### config.mk
export PLATFORM = sky130hd
export DESIGN_NAME = mux_gate_arbiter
export DESIGN_NICKNAME = d
export VERILOG_FILES = /design/src/rtl/mux_gate_pkg.sv /design/src/rtl/mux_gate_unit.sv /design/src/rtl/mux_gate_arbiter.sv
export SDC_FILE = /design/constraint.sdc
export NUM_CORES = 1
export LEC_CHECK = 0
export BUFFER_PORTS_ARGS = -buffer_cell sky130_fd_sc_hd__buf_4
export CORE_MARGIN = 2
export CORE_UTILIZATION = 53
export DETAILED_ROUTE_END_ITERATION = 12
export PLACE_DENSITY = 0.95
export REMOVE_ABC_BUFFERS = 1
export SETUP_SLACK_MARGIN = 0.3
export SLEW_MARGIN = 20
export SYNTH_ARGS = -nofsm -noshare
export SYNTH_HDL_FRONTEND = slang
export SYNTH_SLANG_ARGS = --single-unit
### constraint.sdc
create_clock -name clk -period 3.6 [get_ports clk]
set_input_delay 0.72 -clock clk [delete_from_list [all_inputs] [get_ports clk]]
set_output_delay 0.72 -clock clk [all_outputs]
set_load 0.02 [all_outputs]
### src/rtl/mux_gate_pkg.sv
// Shared opcode encodings and FSM state type for the mux-based gate arbiter.
package mux_gate_pkg;
  localparam int OPW = 3;

  localparam logic [OPW-1:0] OP_AND  = 3'd0;
  localparam logic [OPW-1:0] OP_OR   = 3'd1;
  localparam logic [OPW-1:0] OP_NOT  = 3'd2;
  localparam logic [OPW-1:0] OP_NAND = 3'd3;
  localparam logic [OPW-1:0] OP_XOR  = 3'd4;
  localparam logic [OPW-1:0] OP_XNOR = 3'd5;

  typedef enum logic [1:0] {
    IDLE = 2'd0,
    EXEC = 2'd1,
    RESP = 2'd2
  } state_e;
endpackage

### src/rtl/mux_gate_unit.sv
// Combinational gate built from one 2:1 mux per bit; A drives the select,
// the opcode picks what the d0/d1 legs carry.
module mux_gate_unit
  import mux_gate_pkg::*;
#(
  parameter int WIDTH = 8
) (
  input  logic [OPW-1:0]   op,
  input  logic [WIDTH-1:0] a,
  input  logic [WIDTH-1:0] b,
  output logic [WIDTH-1:0] y,
  output logic             err
);
  logic [WIDTH-1:0] d0, d1;

  always_comb begin
    d0  = '0;
    d1  = '0;
    err = 1'b0;
    case (op)
      OP_AND:  begin d0 = '0;  d1 = b;  end
      OP_OR:   begin d0 = b;   d1 = '1; end
      OP_NOT:  begin d0 = '1;  d1 = '0; end
      OP_NAND: begin d0 = '1;  d1 = ~b; end
      OP_XOR:  begin d0 = b;   d1 = ~b; end
      OP_XNOR: begin d0 = ~b;  d1 = b;  end
      default: err = 1'b1;  // both legs 0 -> result forced to 0
    endcase
  end

  for (genvar i = 0; i < WIDTH; i++) begin : g_mux
    assign y[i] = a[i] ? d1[i] : d0[i];
  end
endmodule

### src/rtl/mux_gate_arbiter.sv
// Round-robin front end sharing one mux_gate_unit among NREQ requesters,
// with a single registered valid/ready response channel.
module mux_gate_arbiter
  import mux_gate_pkg::*;
#(
  parameter int NREQ  = 4,
  parameter int WIDTH = 8,
  parameter int IDW   = 2
) (
  input  logic                  clk,
  input  logic                  rst,
  input  logic [NREQ-1:0]       req_valid,
  output logic [NREQ-1:0]       req_ready,
  input  logic [OPW*NREQ-1:0]   req_op,
  input  logic [WIDTH*NREQ-1:0] req_a,
  input  logic [WIDTH*NREQ-1:0] req_b,
  output logic                  rsp_valid,
  input  logic                  rsp_ready,
  output logic [IDW-1:0]        rsp_id,
  output logic [WIDTH-1:0]      rsp_data,
  output logic                  rsp_err,
  output logic                  busy
);
  typedef struct packed {
    logic [OPW-1:0]   op;
    logic [WIDTH-1:0] a;
    logic [WIDTH-1:0] b;
    logic [IDW-1:0]   id;
  } req_t;

  state_e           state_q, state_d;
  req_t             req_q;
  logic [IDW-1:0]   ptr_q;
  logic [IDW-1:0]   rsp_id_q;
  logic [WIDTH-1:0] rsp_data_q;
  logic             rsp_err_q;

  logic             gnt_found;
  logic [IDW-1:0]   gnt_idx;
  logic [WIDTH-1:0] gate_y;
  logic             gate_err;

  // First valid requester at or after ptr_q, wrapping.
  always_comb begin
    int j;
    gnt_found = 1'b0;
    gnt_idx   = '0;
    j         = 0;
    for (int k = 0; k < NREQ; k++) begin
      j = (int'(ptr_q) + k) % NREQ;
      if (!gnt_found && req_valid[j[IDW-1:0]]) begin
        gnt_found = 1'b1;
        gnt_idx   = j[IDW-1:0];
      end
    end
  end

  always_ff @(posedge clk or posedge rst) begin
    if (rst) state_q <= IDLE;
    else     state_q <= state_d;
  end

  always_comb begin
    state_d = state_q;
    case (state_q)
      IDLE:    if (gnt_found) state_d = EXEC;
      EXEC:    state_d = RESP;
      RESP:    if (rsp_ready) state_d = IDLE;
      default: state_d = IDLE;
    endcase
  end

  // rst gate keeps the accept strobe quiet while reset is held with requests pending.
  always_comb begin
    req_ready = '0;
    if (state_q == IDLE && gnt_found && !rst) req_ready[gnt_idx] = 1'b1;
    rsp_valid = (state_q == RESP);
    busy      = (state_q != IDLE);
  end

  always_ff @(posedge clk or posedge rst) begin
    if (rst) begin
      req_q      <= '0;
      ptr_q      <= '0;
      rsp_id_q   <= '0;
      rsp_data_q <= '0;
      rsp_err_q  <= 1'b0;
    end else begin
      if (state_q == IDLE && gnt_found) begin
        req_q.op <= req_op[int'(gnt_idx)*OPW +: OPW];
        req_q.a  <= req_a[int'(gnt_idx)*WIDTH +: WIDTH];
        req_q.b  <= req_b[int'(gnt_idx)*WIDTH +: WIDTH];
        req_q.id <= gnt_idx;
      end
      if (state_q == EXEC) begin
        rsp_data_q <= gate_y;
        rsp_err_q  <= gate_err;
        rsp_id_q   <= req_q.id;
      end
      // Pointer moves only on completion, past the requester just served.
      if (state_q == RESP && rsp_ready)
        ptr_q <= (req_q.id == IDW'(NREQ-1)) ? '0 : req_q.id + 1'b1;
    end
  end

  mux_gate_unit #(.WIDTH(WIDTH)) u_gate (
    .op  (req_q.op),
    .a   (req_q.a),
    .b   (req_q.b),
    .y   (gate_y),
    .err (gate_err)
  );

  assign rsp_id   = rsp_id_q;
  assign rsp_data = rsp_data_q;
  assign rsp_err  = rsp_err_q;
endmodule

==> results <==
- The run finished with clean final reports.
- Across all setup checks in the final design, the least slack found is 0.675 ns.
- Post-CTS repair changed the size of 0 cells.
- The total power divided by cell area is ~830 mW/mm².
- In the routed layout, each cell is associated on average with a via count of 6.14.
- No sink is reached through more buffers than the 2 on the longest clock path.
- The count of hold buffers inserted by post-cts repair is 0.
- In this run the static leakage power is 1.60 nW.
- The clock root buffer master is clkbuf_8.
- The initial core utilization is 0.543.
- Broken down by cell family, the worst path's largest delay share belongs to simple AND/OR/NAND/NOR gates.
- In the routed design, unresolved DRC markers number 0.
- The post-synthesis cell type count is 41.
- The final hold slack is 0.480 ns.
- The hold violation total from the final report is 0.
- 100 I/O pins were placed.
- The floorplan has 25 rows.
- The number of pins with negative max-slew slack in the final report is 0.
- The endpoint identified for the worst register-to-register timing path is req_q[16].
- The horizontal die dimension is 73.4 µm.
- The slew of the pin with the lowest slew margin is 0.793 ns.
- For this run, the slowest stage of the critical path takes about 0.46 ns.
- In the final layout, flip-flops and latches occupy roughly 900 µm².
- In this run the vertical extent of the chip is approximately 73 µm.
- The TritonCTS buffer count is 5.
- The category of the worst setup path capture point is a primary output.
- In this run the critical register-to-register path is launched from ptr_q[0].
- In this run, placement finished with an instance count of approximately 440.
- The kind of path behind the tightest hold check is flop to flop.
- The sort of element at the start of the critical path is an input pin.
- The warning count from the yosys run is 0.
- The required time at the endpoint of the critical path is 2.88 ns.
- The worst slack at placement is around 0.69 ns.
- The total congestion overflow is 0.
- The worst register-to-register path has a setup slack of 1.46 ns.
- Across the run, the number of max-cap violations was 0.
- The number of antenna cells inserted is 0.
- The count of buffers inserted at the top-level ports is 99.
- The first global-routing pass estimated 11,700 µm of wire.
- The highest fanout seen on the critical path is 13.
- The total vias in the final route is 2,725.
- The signal on the critical path passes through buf_4 -> or3_1 -> o21ai_2 -> inv_1 -> and3_1 -> buf_4.
- The worst reg2reg path depth is 6.
- In the finished design, the share of the clock period the worst path needs comes to 0.812.
- The clock reaches the later pin of the worst-skew pair after 0.30 ns.
- Setup repair after global routing left no endpoint under its margin.
- The post-detailed-route count of antenna-violating nets is 0.
- From synthesis to final layout, the design area changed by 32.4%.
- The startpoint-to-endpoint class of the critical path is input pin to primary output.
- Entering global routing, the biggest net connects 37 pins.
- The number of nets in the finished design is 473.
- The average cell area after synthesis is ~8.5 µm².
- The worst min-delay path startpoint is rsp_err.
- Subtracting the final worst setup slack from the clock period gives slightly below 3 ns.
- The number of antenna violations at the first check in global routing came to 0.
- For this run, the register share of the synthesized area comes to 0.353.
- The area of the die is 0.00538 mm².
- The number of enable flip-flop cells after synthesis is 0.
- After filler insertion, the fill cell instance count of the layout stands at 366.
- The count of state elements after synthesis is 36.
- The ratio of cells with drive above 1 in the final layout is 0.305.
- The number of standard cells after synthesis is 299.
- In this run, the number of DRC markers left after iteration 0 of detailed routing was 265.
- The via count of the first global-routing pass came to about 2.5k.
- The worst relative slew slack is 0.468.
- The multi-input gate area in the final layout is 0.00150 mm².
- The clock input transition at the sequential cells of the worst setup and hold paths is 0.07 ns.
- The routed length per placed instance is between 15 and 20 µm.
- The sum of routed wire segments on met1 is 2940 µm.
- The slowest stage of the critical path is the o21ai_2 cell.
- The region available for standard cell placement spans 0.00469 mm².
- The setup TNS is 0 ns.
- IR analysis of the VDD net gives a maximum drop of around 400 µV.
- Detailed routing placed a total of between 3000 and 4000 µm of wire on met2.
- Along the worst hold path, the cell count comes to 2.
- For this run, the top clock speed supported by timing is between 300 and 400 MHz.
- Routed signal wires occupy layers up through met4.
- After clock tree synthesis, the setup repair step added 0 buffers.
- The area of all placed cells without fillers is 0.00338 mm².
- TritonCTS built the clock tree.
- The final-report setup violation count is 0.
- The final weighted congestion in routability-driven placement is approximately 0.9.
- The total global routing track utilization is 0.279.
- Wires add up to between 7000 and 8000 µm.
- The arrival time at the worst endpoint is 2.20 ns.
- The final standard cell count with taps included and fillers excluded is 444.
- The critical path contains buffers and inverters numbering 3 combined.
- The routed design uses between 400 and 500 µm of met3 wire.
- The share of async-settable or async-resettable flops after synthesis is 1.00.
- The number of sinks on the clock net is 36.
- The standard cell area after detailed placement is 0.00328 mm².
- Summed over all nets, the half-perimeter wirelength after detailed placement is 5300 µm.
- The capture endpoint of the worst hold path is rsp_err.
- The first detailed-routing pass ran for 5 iterations.
- The maximum level of the CTS H-tree is 2.
- Across the routed clock network, the largest skew measured is 0.0128 ns.
- The critical path launch point is req_valid[1].
- Among all flip-flop cells after synthesis, the most frequent one is dfrtp_1.
- The most repeated library cell on the critical path is buf_4.
- Summing every instance area after synthesis gives 0.00255 mm².
==> sequential cells by signal, indices dropped and copies added, names as in the netlist <==
name and count:
req_q 21, rsp_data 8, ptr_q 2, rsp_id 2
state_q 2, rsp_err 1
==> synthesized netlist by cell type, types with 3 or more instances <==
library cell,n,share of area
a21o_1,6,0.018
a21oi_1,7,0.014
a221oi_1,14,0.048
a31oi_1,6,0.015
and3_1,3,0.0074
buf_2,9,0.018
buf_4,3,0.0088
clkbuf_1,7,0.010
dfrtp_1,36,0.35
inv_1,7,0.010
mux2_2,3,0.013
mux2i_1,21,0.082
nand2_1,25,0.037
nand2b_1,13,0.032
nor2_1,34,0.050
nor4bb_1,5,0.020
o2111a_1,6,0.026
o21ai_0,31,0.061
o21ai_1,9,0.018
o22ai_1,21,0.052
xnor2_1,5,0.017
xor2_1,3,0.010
==> report_power, final <==
part	total, W	internal (W)	switching, W	leakage (nW)
Sequential	0.000894	0.000600	0.000294	0.423
Combinational	0.00159	0.000724	0.000869	1.13
Clock	0.000304	0.000156	0.000148	0.0445
Total	0.00279	0.00148	0.00131	1.60
==> per-layer routing <==
| metal | global-route usage | vias to the layer above |
|---|---|---|
| met5 | 0 | - |
| met4 | 0.0848 | 0 |
| met3 | 0.0453 | 17 |
| met2 | 0.469 | 121 |
| met1 | 0.368 | 1290 |
| li1 | - | 1297 |
==> through the flow <==
stage / util / total power [W]
final: 0.719 / 0.00279
after global routing: 0.719 / 0.00300
after CTS: 0.719 / 0.00277
after detailed placement: 0.699 / 0.00246
after global placement: 0.699 / 0.00238
after floorplan: - / 0.00192
==> worst max-delay path by stage <==
| stage | endpoint | slack, ns | cells after the start |
|---|---|---|---|
| floorplan | req_ready[1] | 0.29 | 4 |
| global placement | req_ready[2] | 0.73 | 6 |
| detailed placement | req_ready[1] | 0.69 | 6 |
| CTS | req_ready[1] | 0.68 | 6 |
| global route | req_ready[1] | 0.57 | 6 |
| finish | req_ready[1] | 0.68 | 6 |
==> worst min-delay path, cell delays in order (launching register included) <==
cell	delay, ns
dfrtp_1	0.35
nand2_1	0.04
o21ai_0	0.06
==> logic make-up after synthesis <==
group | after synthesis | synth area share
compound gates | 111 | 0.288
xor+xnor | 8 | 0.0275
fa+ha+maj | 1 | 0.00491
buf+inv | 29 | 0.0589
flops | 36 | 0.353
mux | 24 | 0.0957
simple gates | 90 | 0.172
==> placed cells by master (no fill, tap or decap), drive strengths merged <==
master / count
a211o: 1
o31ai: 2
a211oi: 1
nor3b: 1
o21ai: 41
a221oi: 14
inv: 7
nand2: 25
and2: 2
a21o: 6
o22ai: 22
nand4b: 1
clkbuf: 7
nor4bb: 5
or3: 2
dfrtp: 36
mux2i: 21
o211ai: 1
a21oi: 7
nor3: 1
a31oi: 6
and3: 3
xnor2: 5
ha: 1
o21a: 1
buf: 105
o221a: 1
xor2: 3
nor2: 34
nor2b: 1
a22oi: 2
mux2: 3
clkinvlp: 1
nand3: 2
nand2b: 13
o2111a: 6
==> area by class of cell <==
cell class,count,area share
Multi-Input combinational cell,234,0.444
Clock buffer,7,0.0256
Inverter,7,0.00778
Timing Repair Buffer,105,0.234
Clock inverter,1,0.00222
Tap cell,54,0.0200
Sequential cell,36,0.267
Note: power is estimated with default switching activity, not from simulation.
